### src/rtl/draw_result_banner_if.sv
// rtl/draw_result_banner_if.sv - VGA timing and colour bundle passed between draw-chain stages
interface vga_if;
   logic [10:0] vcount;
   logic        vsync;
   logic        vblnk;
   logic [10:0] hcount;
   logic        hsync;
   logic        hblnk;
   logic [11:0] rgb;

   modport in  (input  vcount, vsync, vblnk, hcount, hsync, hblnk, rgb);
   modport out (output vcount, vsync, vblnk, hcount, hsync, hblnk, rgb);
endinterface

### src/rtl/draw_result_banner.sv
// rtl/draw_result_banner.sv - animated WIN/LOSE/DRAW text overlay with 2-clk pixel pipeline
// Glyphs come from an internal 8x8 ROM scaled by 2^SCALE_LOG2; reveal, blink, then hold.
module draw_result_banner #(
   parameter int          XPOS          = 600,
   parameter int          YPOS          = 334,
   parameter int          SCALE_LOG2    = 2,
   parameter logic [11:0] FG_COLOR      = 12'hfa5,
   parameter bit          BG_EN         = 1'b1,
   parameter logic [11:0] BG_COLOR      = 12'h000,
   parameter logic [2:0]  ST_WIN        = 3'b011,
   parameter logic [2:0]  ST_LOSE       = 3'b100,
   parameter logic [2:0]  ST_DRAW       = 3'b101,
   parameter int          REVEAL_FRAMES = 8,
   parameter int          BLINK_FRAMES  = 15,
   parameter int          BLINK_TOGGLES = 6
) (
   input  logic       clk,
   input  logic       rst,
   input  logic [2:0] state,
   vga_if.in          vga_in,
   vga_if.out         vga_out,
   output logic       anim_done
);
   localparam int CW   = 8 << SCALE_LOG2;
   localparam int CL2  = 3 + SCALE_LOG2;
   localparam int FMAX = (REVEAL_FRAMES > BLINK_FRAMES) ? REVEAL_FRAMES : BLINK_FRAMES;
   localparam int FW   = $clog2(FMAX + 1);
   localparam int TW   = $clog2(BLINK_TOGGLES + 2);
   localparam int BX0  = (XPOS >= CW) ? XPOS - CW : 0;
   localparam int BY0  = (YPOS >= CW) ? YPOS - CW : 0;
   localparam int BY1  = YPOS + 2 * CW;

   typedef enum logic [1:0] {IDLE, REVEAL, BLINK, HOLD} fsm_t;

   fsm_t          fsm;
   logic [2:0]    msg_code;
   logic [2:0]    shown;
   logic [FW-1:0] fcnt;
   logic [TW-1:0] tcnt;
   logic          vis;
   logic          vblnk_q;
   logic          tick;
   logic          is_result;
   logic          restart;
   logic [2:0]    len;

   assign tick      = vga_in.vblnk & ~vblnk_q;
   assign is_result = (state == ST_WIN) || (state == ST_LOSE) || (state == ST_DRAW);
   assign restart   = is_result && ((fsm == IDLE) || (state != msg_code));
   assign len       = (msg_code == ST_WIN) ? 3'd3 : 3'd4;

   // A code change always beats a coincident frame tick, so counters restart cleanly.
   always_ff @(posedge clk) begin
      if (!rst) begin
         fsm       <= IDLE;
         msg_code  <= 3'd0;
         shown     <= 3'd0;
         fcnt      <= '0;
         tcnt      <= '0;
         vis       <= 1'b0;
         vblnk_q   <= 1'b0;
         anim_done <= 1'b0;
      end else begin
         vblnk_q <= vga_in.vblnk;
         if (restart) begin
            msg_code  <= state;
            shown     <= 3'd1;
            fcnt      <= '0;
            tcnt      <= '0;
            vis       <= 1'b1;
            fsm       <= REVEAL;
            anim_done <= 1'b0;
         end else if (!is_result) begin
            fsm       <= IDLE;
            fcnt      <= '0;
            tcnt      <= '0;
            anim_done <= 1'b0;
         end else if (tick) begin
            case (fsm)
               REVEAL: begin
                  if (fcnt == FW'(REVEAL_FRAMES - 1)) begin
                     fcnt  <= '0;
                     shown <= shown + 3'd1;
                     if (shown + 3'd1 == len) begin
                        tcnt <= '0;
                        if (BLINK_TOGGLES == 0) begin
                           fsm       <= HOLD;
                           vis       <= 1'b1;
                           anim_done <= 1'b1;
                        end else begin
                           fsm <= BLINK;
                        end
                     end
                  end else begin
                     fcnt <= fcnt + FW'(1);
                  end
               end
               BLINK: begin
                  if (fcnt == FW'(BLINK_FRAMES - 1)) begin
                     fcnt <= '0;
                     vis  <= ~vis;
                     tcnt <= tcnt + TW'(1);
                     if (tcnt + TW'(1) == TW'(BLINK_TOGGLES)) begin
                        fsm       <= HOLD;
                        vis       <= 1'b1;
                        anim_done <= 1'b1;
                     end
                  end else begin
                     fcnt <= fcnt + FW'(1);
                  end
               end
               default: ;
            endcase
         end
      end
   end

   function automatic logic [3:0] letter_of(input logic [2:0] code, input logic [1:0] idx);
      logic [15:0] word;
      if (code == ST_WIN)       word = {4'd0, 4'd1, 4'd2, 4'd0};
      else if (code == ST_LOSE) word = {4'd3, 4'd4, 4'd5, 4'd6};
      else                      word = {4'd7, 4'd8, 4'd9, 4'd0};
      case (idx)
         2'd0:    return word[15:12];
         2'd1:    return word[11:8];
         2'd2:    return word[7:4];
         default: return word[3:0];
      endcase
   endfunction

   // Letters W I N L O S E D R A; top row in the MS byte, column 7 and row 7 left blank.
   function automatic logic [7:0] glyph_row(input logic [3:0] l, input logic [2:0] r);
      logic [63:0] g;
      case (l)
         4'd0:    g = 64'h8282_8292_AAC6_8200;
         4'd1:    g = 64'h7C10_1010_1010_7C00;
         4'd2:    g = 64'h82C2_A292_8A86_8200;
         4'd3:    g = 64'h8080_8080_8080_FE00;
         4'd4:    g = 64'h7C82_8282_8282_7C00;
         4'd5:    g = 64'h7C82_807C_0282_7C00;
         4'd6:    g = 64'hFE80_80FC_8080_FE00;
         4'd7:    g = 64'hF884_8282_8284_F800;
         4'd8:    g = 64'hFC82_82FC_8884_8200;
         4'd9:    g = 64'h3844_8282_FE82_8200;
         default: g = 64'h0;
      endcase
      return g[8 * (7 - int'(r)) +: 8];
   endfunction

   logic [11:0] rx, ry, box_w;
   logic [13:0] bx1;
   logic        in_box, in_bg;

   always_comb begin
      rx     = {1'b0, vga_in.hcount} - 12'(XPOS);
      ry     = {1'b0, vga_in.vcount} - 12'(YPOS);
      box_w  = {9'd0, len} << CL2;
      in_box = ({1'b0, vga_in.hcount} >= 12'(XPOS)) && ({1'b0, vga_in.vcount} >= 12'(YPOS))
               && (rx < box_w) && (ry < 12'(CW));
      bx1    = 14'(XPOS + CW) + ({11'd0, len} << CL2);
      in_bg  = ({3'd0, vga_in.hcount} >= 14'(BX0)) && ({3'd0, vga_in.hcount} < bx1)
               && ({3'd0, vga_in.vcount} >= 14'(BY0)) && ({3'd0, vga_in.vcount} < 14'(BY1));
   end

   logic [10:0] s1_hcount, s1_vcount;
   logic        s1_hsync, s1_vsync, s1_hblnk, s1_vblnk;
   logic [11:0] s1_rgb;
   logic        s1_glyph_on, s1_bg_on;
   logic [3:0]  s1_letter;
   logic [2:0]  s1_row, s1_col;
   logic [7:0]  s2_bits;

   assign s2_bits = glyph_row(s1_letter, s1_row);

   always_ff @(posedge clk) begin
      if (!rst) begin
         s1_hcount   <= '0;
         s1_vcount   <= '0;
         s1_hsync    <= 1'b0;
         s1_vsync    <= 1'b0;
         s1_hblnk    <= 1'b0;
         s1_vblnk    <= 1'b0;
         s1_rgb      <= '0;
         s1_glyph_on <= 1'b0;
         s1_bg_on    <= 1'b0;
         s1_letter   <= '0;
         s1_row      <= '0;
         s1_col      <= '0;
         vga_out.hcount <= '0;
         vga_out.vcount <= '0;
         vga_out.hsync  <= 1'b0;
         vga_out.vsync  <= 1'b0;
         vga_out.hblnk  <= 1'b0;
         vga_out.vblnk  <= 1'b0;
         vga_out.rgb    <= '0;
      end else begin
         s1_hcount   <= vga_in.hcount;
         s1_vcount   <= vga_in.vcount;
         s1_hsync    <= vga_in.hsync;
         s1_vsync    <= vga_in.vsync;
         s1_hblnk    <= vga_in.hblnk;
         s1_vblnk    <= vga_in.vblnk;
         s1_rgb      <= vga_in.rgb;
         s1_glyph_on <= in_box && vis && (fsm != IDLE) && ({1'b0, rx[CL2 +: 2]} < shown);
         s1_bg_on    <= BG_EN && in_bg && (fsm != IDLE);
         s1_letter   <= letter_of(msg_code, rx[CL2 +: 2]);
         s1_row      <= ry[SCALE_LOG2 +: 3];
         s1_col      <= rx[SCALE_LOG2 +: 3];

         vga_out.hcount <= s1_hcount;
         vga_out.vcount <= s1_vcount;
         vga_out.hsync  <= s1_hsync;
         vga_out.vsync  <= s1_vsync;
         vga_out.hblnk  <= s1_hblnk;
         vga_out.vblnk  <= s1_vblnk;
         if (s1_hblnk || s1_vblnk)
            vga_out.rgb <= s1_rgb;
         else if (s1_glyph_on && s2_bits[3'd7 - s1_col])
            vga_out.rgb <= FG_COLOR;
         else if (s1_bg_on)
            vga_out.rgb <= BG_COLOR;
         else
            vga_out.rgb <= s1_rgb;
      end
   end
endmodule

### src/flat_wrapper.sv
// flat-port wrapper written by rule: the top's interface ports become plain ports
module draw_result_banner_flat 
#(
   parameter int          XPOS          = 600,
   parameter int          YPOS          = 334,
   parameter int          SCALE_LOG2    = 2,
   parameter logic [11:0] FG_COLOR      = 12'hfa5,
   parameter bit          BG_EN         = 1'b1,
   parameter logic [11:0] BG_COLOR      = 12'h000,
   parameter logic [2:0]  ST_WIN        = 3'b011,
   parameter logic [2:0]  ST_LOSE       = 3'b100,
   parameter logic [2:0]  ST_DRAW       = 3'b101,
   parameter int          REVEAL_FRAMES = 8,
   parameter int          BLINK_FRAMES  = 15,
   parameter int          BLINK_TOGGLES = 6
)
  (clk, rst, state, anim_done, vga_in_vcount, vga_in_vsync, vga_in_vblnk, vga_in_hcount, vga_in_hsync, vga_in_hblnk, vga_in_rgb, vga_out_vcount, vga_out_vsync, vga_out_vblnk, vga_out_hcount, vga_out_hsync, vga_out_hblnk, vga_out_rgb);
  vga_if vga_in_i ();
  vga_if vga_out_i ();
  input  logic clk;
  input  logic rst;
  input  logic [2:0] state;
  output logic anim_done;
  input wire logic [$bits(vga_in_i.vcount)-1:0] vga_in_vcount;
  input wire logic [$bits(vga_in_i.vsync)-1:0] vga_in_vsync;
  input wire logic [$bits(vga_in_i.vblnk)-1:0] vga_in_vblnk;
  input wire logic [$bits(vga_in_i.hcount)-1:0] vga_in_hcount;
  input wire logic [$bits(vga_in_i.hsync)-1:0] vga_in_hsync;
  input wire logic [$bits(vga_in_i.hblnk)-1:0] vga_in_hblnk;
  input wire logic [$bits(vga_in_i.rgb)-1:0] vga_in_rgb;
  output wire logic [$bits(vga_out_i.vcount)-1:0] vga_out_vcount;
  output wire logic [$bits(vga_out_i.vsync)-1:0] vga_out_vsync;
  output wire logic [$bits(vga_out_i.vblnk)-1:0] vga_out_vblnk;
  output wire logic [$bits(vga_out_i.hcount)-1:0] vga_out_hcount;
  output wire logic [$bits(vga_out_i.hsync)-1:0] vga_out_hsync;
  output wire logic [$bits(vga_out_i.hblnk)-1:0] vga_out_hblnk;
  output wire logic [$bits(vga_out_i.rgb)-1:0] vga_out_rgb;
  assign vga_in_i.vcount = vga_in_vcount;
  assign vga_in_i.vsync = vga_in_vsync;
  assign vga_in_i.vblnk = vga_in_vblnk;
  assign vga_in_i.hcount = vga_in_hcount;
  assign vga_in_i.hsync = vga_in_hsync;
  assign vga_in_i.hblnk = vga_in_hblnk;
  assign vga_in_i.rgb = vga_in_rgb;
  assign vga_out_vcount = vga_out_i.vcount;
  assign vga_out_vsync = vga_out_i.vsync;
  assign vga_out_vblnk = vga_out_i.vblnk;
  assign vga_out_hcount = vga_out_i.hcount;
  assign vga_out_hsync = vga_out_i.hsync;
  assign vga_out_hblnk = vga_out_i.hblnk;
  assign vga_out_rgb = vga_out_i.rgb;
  draw_result_banner #(.XPOS(XPOS), .YPOS(YPOS), .SCALE_LOG2(SCALE_LOG2), .FG_COLOR(FG_COLOR), .BG_EN(BG_EN), .BG_COLOR(BG_COLOR), .ST_WIN(ST_WIN), .ST_LOSE(ST_LOSE), .ST_DRAW(ST_DRAW), .REVEAL_FRAMES(REVEAL_FRAMES), .BLINK_FRAMES(BLINK_FRAMES), .BLINK_TOGGLES(BLINK_TOGGLES)) u_core (.clk(clk), .rst(rst), .state(state), .vga_in(vga_in_i), .vga_out(vga_out_i), .anim_done(anim_done));
endmodule
### config.mk
export PLATFORM = sky130hd
export DESIGN_NAME = draw_result_banner_flat
export DESIGN_NICKNAME = d
export VERILOG_FILES = /design/src/rtl/draw_result_banner_if.sv /design/src/rtl/draw_result_banner.sv /design/src/flat_wrapper.sv
export SDC_FILE = /design/constraint.sdc
export NUM_CORES = 1
export LEC_CHECK = 0
export CORE_UTILIZATION = 57
export DETAILED_ROUTE_END_ITERATION = 10
export GPL_TIMING_DRIVEN = 0
export PLACE_DENSITY = 0.93
export SYNTH_ARGS = -nofsm -noshare
export SYNTH_HDL_FRONTEND = slang
export SYNTH_SLANG_ARGS = --single-unit
### constraint.sdc
create_clock -name clk -period 7.3 [get_ports clk]
set_input_delay 1.095 -clock clk [delete_from_list [all_inputs] [get_ports clk]]
set_output_delay 1.095 -clock clk [all_outputs]
set_load 0.02 [all_outputs]
Word-level counts from Yosys, hierarchy flattened:

Memories as Yosys holds them, arrays and structs flattened. A register that Yosys moved wholly into a read port is not among the register bits.
Index checks and enable logic that the tools add are counted.
W data, S select, Z words.

* add/subtract/negate cells: 8
* magnitude comparators: 10
* equality and inequality tests: 24
* shift-type cells: 1
* mux-type cells: 36
* bitwise operators: 5
* reductions and logical operators: 36

Operator list (count)
* $shiftx A64 B32 Y8: 1
* $mux W12: 3
* $ge A11 B10 Y1 const B: 2
* $ge A11 B9 Y1 const B: 2
* $ne A4 B4 Y1 const B: 5
* $mux W16: 1
* $reduce_and A4 Y1: 4
* $reduce_bool A2 Y1: 8
* $mux W1: 15
* $mux W15: 1
* $lt A11 B14 Y1: 1
* $eq A3 B3 Y1 const B: 4
* $logic_and A1 B1 Y1: 12
* $lt A12 B6 Y1 const B: 1
* $lt A12 B8 Y1: 1
* $mux W3: 4
* $mux W4: 3
* $pmux W4 S3: 1
* $reduce_and A6 Y1: 2
* $sub A11 B10 Y12 const B: 1
* $sub A11 B9 Y12 const B: 1
* $add A10 B8 Y11 const A: 1
* $lt A11 B9 Y1 const B: 1
* $mux W2: 4
* other kinds (27): 41

* bits in registers: 101
* memory bits (read-only): 672
* output and inout bits: 39
* word-level logic and storage cells: 148
* memories: 1

Memory list
* (name not given): words 16, width 42, rd ports 1, clocked after memory_dff 1, write ports 0, RTL line draw_result_banner.sv:134 `case (l)`

Depth between registers and ports, before layout:

Gate-level depths: netlist of run 1.

* word-level depth: 9
* mapped depth: 12

Worst setup path after synthesis of run 1:

OpenSTA, ideal clock, no wires.

* path type: in2reg
* from: input vga_in_hcount[5]
* to: register with a tool-made name
* library setup time: 117 ps
* arrival time: 3060 ps
* required time: 7183 ps
* path slack: 4123 ps
* stages: 12
* path through: buf_2 > a21oi_2 > xnor2_1 > buf_2 > mux2i_1 > o211ai_1 > inv_1 > ha_1 > a21boi_0 > o22ai_1 > a31oi_1 > nor2_1

RTL lines
* from (decl): RTL line flat_wrapper.sv:27 `input wire logic [$bits(vga_in_i.hcount)-1:0] vga_in_hcount;`

==> results.toml, run 1 <==
[run_status]
status = "complete, no violations"

[floorplanning]
rows = 34
dieArea_sq_um = 9487
die_w_um = 97.40
coreArea_sq_um = 8763
initial_core_util_pct = 59.19
die_h_um = 97.40
io_pins = 82

[sta]
finalHoldViolCount = 0
fin_setup_tns_ps = 0
tightest_slew_ps = 703.0
setup_violations = 0
post-route-min-period_ps = 3999
final.period_utilization_pct = 54.78
finalClockSkew_ps = 9.368
rsz0062_at_grt = "false"
max_freq_mhz = 250.1
slew_viol_final = 0
hold_ws_ps = 430.9
relSlewSlack_pct = 52.93

[critical_path]
cp_data_arrival_time_ps = 4420
timing.rr.start = "u_core.msg_code[1]"
reg2reg_depth = 10
cp_max_fo = 11
rrSetupSlack_ps = 4550
required_ps = 7720
worstSetupPathType = "input port to register"
cp-end-kind = "register"
start_kind = "input port"

[synthesis]
yosysMostFrequentCell = "dfxtp_1"
yosys_warnings = 0
synth_top_cell_area_share_pct = 49.78
synth-seq-cells = 129
syn_area_per_cell_sq_um = 9.660
synth_cells = 537
synth_ff_type = "dfxtp_1"
yosysSeqAreaShare_pct = 49.78
synth_common_cells = "dfxtp_1, and2_1, nand2_1"
synth_edf_count = 0
synth_cell_types = 61
synthesis.nets = 600
synth_area_leader_cell = "dfxtp_1"
async_flop_share_pct = 0
synth.cell_area_sq_um = 5187
yosys-top-cells-area = "dfxtp_1, and2_1, ha_1, nand2_1, nor2_1"

[routing]
drtAntennaViolNets = 0
routed_wl_um = 12620
vias_per_cell = 5.749
drt-initial-drc-count = 214
drt-pass1-iter-count = 5
vias = 4346
wire_per_inst_um = 16.69
drcViolationCount = 0

[grt]
grt_pass1_vias = 4345
grtUsageTotal_pct = 27.85
grt_max_degree = 17
antenna_found_initial = 0
globalRouteOverflowTotal = 0
grt_pass1_wl_um = 20730

[cts]
hold_buffers = 0
cts_buffer_depth = 2
cts_inserted_buffers = 17
cts-root-buf = "clkbuf_8"
cts-resized-gates = 0
path_clk_slew_ps = 60
cts_tree = "built"
cts_num_sinks = 129
h-tree-depth = 4
post_cts_buffers = 0
clk_latency_ps = 530

[pwr]
power.density_nw_per_um2 = 279.3
leakage_nw = 2.792
vdd_drop_max_mv = 0.1652

[placement]
dpl.hpwl_um = 8050
gp_congestion = 0.8872
dp.cells = 724
io_buffer_count = 79

[job]
drv_cap = 0

[cells_and_area]
fin_cells = 756
diodes = 0
fillers = 510
drive_above_1_share_pct = 8.642
nNetsFinal = 698
area_delta_synth_final_pct = 29.81

[hold_path]
holdPathEnd = "u_core.vga_out.vcount[10]"
min_delay_path_depth = 1
hold_path.startpoint = "u_core.s1_vcount[10]"
hold_class = "register to register"
==> cell usage in the layout (no fill, tap or decap), types with 3 or more instances in the layout <==
master and count:
buf_2 7, inv_8 3, and3_1 8, o31ai_1 6
bufinv_16 3, nand4_1 4, nand2b_1 9, clkbuf_16 16
o21ai_1 10, a21boi_0 4, ha_1 20, nand3b_1 6
clkbuf_1 14, nand4b_1 4, o2111ai_1 4, xor2_1 9
xnor2_1 5, a21oi_1 20, o211ai_1 9, nand2_1 48
clkdlybuf4s50_1 79, o21ai_0 12, inv_1 19, nor2b_1 6
nor3_1 4, a211oi_1 4, nor2_1 32, nand3_1 8
and2_1 75, nor4_1 5, mux2i_1 11, a31oi_1 5
inv_6 5, dfxtp_1 129
==> critical path, cell delays in order <==
cell and delay (ps):
clkdlybuf4s50_1 480, buf_2 240, a21oi_2 70, xnor2_1 350
buf_2 320, mux2i_1 130, o211ai_1 600, inv_1 180
ha_1 340, a21boi_0 250, o22ai_1 110, a31oi_1 170
nor2_1 70
==> report_power, final <==
part           internal (W)  leakage, nW  switching (W)
combinational     0.0000984         1.42       0.000121
sequential         0.000755         1.07      0.0000188
clock              0.000543        0.303       0.000345
==> layer usage <==
| layer | wire length (um) | vias to the layer above | global-route usage (%) | share of wire [%] |
|---|---|---|---|---|
| met3 | 833 | 44 | 8.345 | 6.6 |
| met5 | 0 | - | 0 | 0 |
| met2 | 6398 | 227 | 47.88 | 51 |
| li1 | - | 2039 | - | - |
| met1 | 5003 | 2036 | 31.39 | 40 |
| met4 | 381 | 0 | 13.46 | 3.0 |
==> worst max path at each step <==
stage,slack [ps],to,startpoint
floorplan,4120,register,vga_in_hcount[5]
global placement,3140,register,vga_in_hcount[5]
detailed placement,3050,register,vga_in_hcount[5]
CTS,3380,register,vga_in_hcount[5]
global route,3160,register,vga_in_hcount[5]
finish,3300,register,vga_in_hcount[5]
==> metrics by stage <==
step	cell area [sq um]	setup WS (ps)	total power, W	util (%)
after floorplan	5187	4123	0.0009147	-
after global placement	6113	3142	0.0009852	69.76
after detailed placement	6113	3047	0.0009954	69.76
after CTS	6734	3382	0.001880	76.84
after global routing	6734	3160	0.001944	76.84
final	6734	3301	0.001881	76.84
==> logic make-up (layout without fill, tap and decap cells) <==
family | count (synthesis) | after routing | synth area share [%]
muxes | 18 | 18 | 4.124
adders and majority gates | 20 | 20 | 4.824
DFF | 129 | 129 | 49.78
buffers and inverters | 42 | 153 | 3.280
and+or+nand+nor | 219 | 219 | 23.06
AOI/OAI and AO/OA | 94 | 94 | 12.25
xor gates and xnor gates | 15 | 15 | 2.677
==> area by class of cell <==
| type | count | area [sq um] | area share [%] |
|---|---|---|---|
| sequential | 129 | 2582 | 38.35 |
| multi-input combinational | 366 | 2435 | 36.16 |
| timing repair buffer | 79 | 790.8 | 11.74 |
| clock buffer | 18 | 427.9 | 6.355 |
| clock inverter | 14 | 192.7 | 2.861 |
| tap | 108 | 135.1 | 2.007 |
| buffer | 23 | 98.84 | 1.468 |
| inverter | 19 | 71.32 | 1.059 |
No activity file was read; power rests on OpenSTA's default activity.
==> run 2, diff against run 1 <==
CORE_UTILIZATION = 53   (was 57)
PLACE_DENSITY = 0.88   (was 0.93)
clock period = 4 ns   (was 7.3 ns; I/O delays follow)
==> run 2 against run 1 <==
  * Clock power grew 76%
  * Final cell count is 2.8% higher
  * Global-route usage fell by 1.6 points
  * First-iteration DRC count fell by 3.7%
  * Combinational power grew 80%
  * Critical path depth stayed put
  * Utilization fell by 5.0 points
==> results.toml, run 2 (synthesized netlist as in run 1, its figures left out) <==
[sta]
rsz0062_at_grt = "false"
final.period_utilization_pct = 81.99
fin_ws_ps = 720.6
setup_violations = 0
tightest_slew_ps = 729.9
finalClockSkew_ps = 10.46
slew_viol_final = 0
post-route-min-period_ps = 3279
relSlewSlack_pct = 50.89
finalHoldViolCount = 0
max_freq_mhz = 304.9
fin_setup_tns_ps = 0

[cts]
h-tree-depth = 4
cts_buffer_depth = 2
cts_num_sinks = 129
cts_inserted_buffers = 17
cts-root-buf = "clkbuf_8"
hold_buffers = 0
clk_latency_ps = 520
post_cts_buffers = 0
path_clk_slew_ps = 60
cts_tree = "built"
cts-resized-gates = 0

[pwr]
combPwrFrac_pct = 11.7
vdd_drop_max_mv = 0.3093
switching_share_pct = 26.19
p_sw_w = 0.0008811
power.density_nw_per_um2 = 499.4
finalPower_w = 0.003364
pwr-share-seq_pct = 42.0
leakage_nw = 2.780
power_frac_clock_pct = 46.3
p_int_w = 0.002483

[critical_path]
max_stage_delay_ps = 560
timing.rr.start = "u_core.msg_code[1]"
cpMostUsedCell = "buf_2"
cp_max_fo = 11
crit_buf_inv = 4
crit_slowest_cell = "o211ai_1"
cp_data_arrival_time_ps = 3690
worstSetupPathDepth = 13
rrSetupSlack_ps = 1340
reg2reg_depth = 10
required_ps = 4410
start_kind = "input port"
worstSetupPathType = "input port to register"
cp-end-kind = "register"
path_cells = "clkdlybuf4s50_1 > buf_2 > a21oi_2 > xnor2_1 > buf_2 > mux2i_1 > o211ai_1 > inv_1 > ha_1 > a21boi_0 > o22ai_1 > a31oi_1 > nor2_1"
crit_family = "buffers and inverters"

[run_status]
status = "complete, no violations"

[routing]
drcViolationCount = 0
drt-initial-drc-count = 206
vias = 4310
wire_per_inst_um = 16.19
vias_per_cell = 5.547
routed_wl_um = 12580
drtAntennaViolNets = 0
drt-pass1-iter-count = 5

[floorplanning]
initial_core_util_pct = 55.35
rows = 35
die_h_um = 100.9
die_w_um = 100.9
io_pins = 82
dieArea_sq_um = 10190
coreArea_sq_um = 9371

[hold_path]
hold_path.startpoint = "u_core.s1_vcount[10]"
min_delay_path_depth = 1
holdPathEnd = "u_core.vga_out.vcount[10]"
hold_class = "register to register"

[placement]
io_buffer_count = 79
dpl.hpwl_um = 8403
pre_cts_ws_ps = 262.2
dpl_cell_area_sq_um = 6140
gp_congestion = 0.8672

[grt]
globalRouteOverflowTotal = 0
grt_pass1_wl_um = 20560
antenna_found_initial = 0
grt_pass1_vias = 4379
grt_max_degree = 17
grtUsageTotal_pct = 26.25

[cells_and_area]
area_delta_synth_final_pct = 29.86
fin_area_sq_um = 6736
nNetsFinal = 698
layout_common_cells = "dfxtp_1, clkdlybuf4s50_1, and2_1, nand2_1, nor2_1"
drive_above_1_share_pct = 8.642
diodes = 0
final_common_cell = "dfxtp_1"

[job]
drv_cap = 0
-- run 2: cell types whose count changed in the layout (fill, tap and decap cells not counted) --
cell,before,now
inv_6,5,6
inv_8,3,2
bufinv_16,3,2
clkinv_4,2,3
-- run 2: how the worst max path moves through the flow --
stage | startpoint | to | slack, ps
6_report | vga_in_hcount[5] | register | 720
5_1_grt | vga_in_hcount[5] | register | 480
4_1_cts | vga_in_hcount[5] | register | 760
3_5_place_dp | vga_in_hcount[5] | register | 260
3_3_place_gp | vga_in_hcount[5] | register | 320
2_1_floorplan | vga_in_hcount[5] | register | 1320
-- run 2: per-layer routing --
layer	wire length, um	up-vias	GRT usage [%]	share of wire [%]
met4	335	0	12.93	2.7
met5	0	-	0	0
li1	-	2046	-	-
met3	678	32	4.577	5.4
met1	5105	2049	29.28	41
met2	6460	183	48.05	51
-- run 2: cell type report --
type | instances | area, sq um
timing repair buffer | 79 | 790.8
clock inverter | 14 | 168.9
tap | 129 | 161.4
sequential | 129 | 2582
multi-input combinational | 366 | 2435
buffer | 23 | 98.84
inverter | 19 | 71.32
clock buffer | 18 | 427.9
fill | 659 | 2635
-- run 2: per-stage QoR --
step | hold WS (ps) | util [%] | std cells
floorplan | 400.2 | - | 537
global placement | 403.1 | 65.51 | 745
detailed placement | 413.8 | 65.51 | 745
CTS | 435.4 | 71.88 | 777
global route | 447.3 | 71.88 | 777
finish | 433.0 | 71.88 | 777
-- run 2: power by group through the flow --
| stage | clock network (W) | registers, W | logic, W |
|---|---|---|---|
| finish | 0.00156 | 0.00141 | 0.000395 |
| global placement | 0 | 0.00143 | 0.000369 |
| detailed placement | 0 | 0.00144 | 0.000381 |
| CTS | 0.00156 | 0.00141 | 0.000391 |
| global route | 0.00163 | 0.00142 | 0.000429 |
| floorplan | 0 | 0.00145 | 0.000223 |
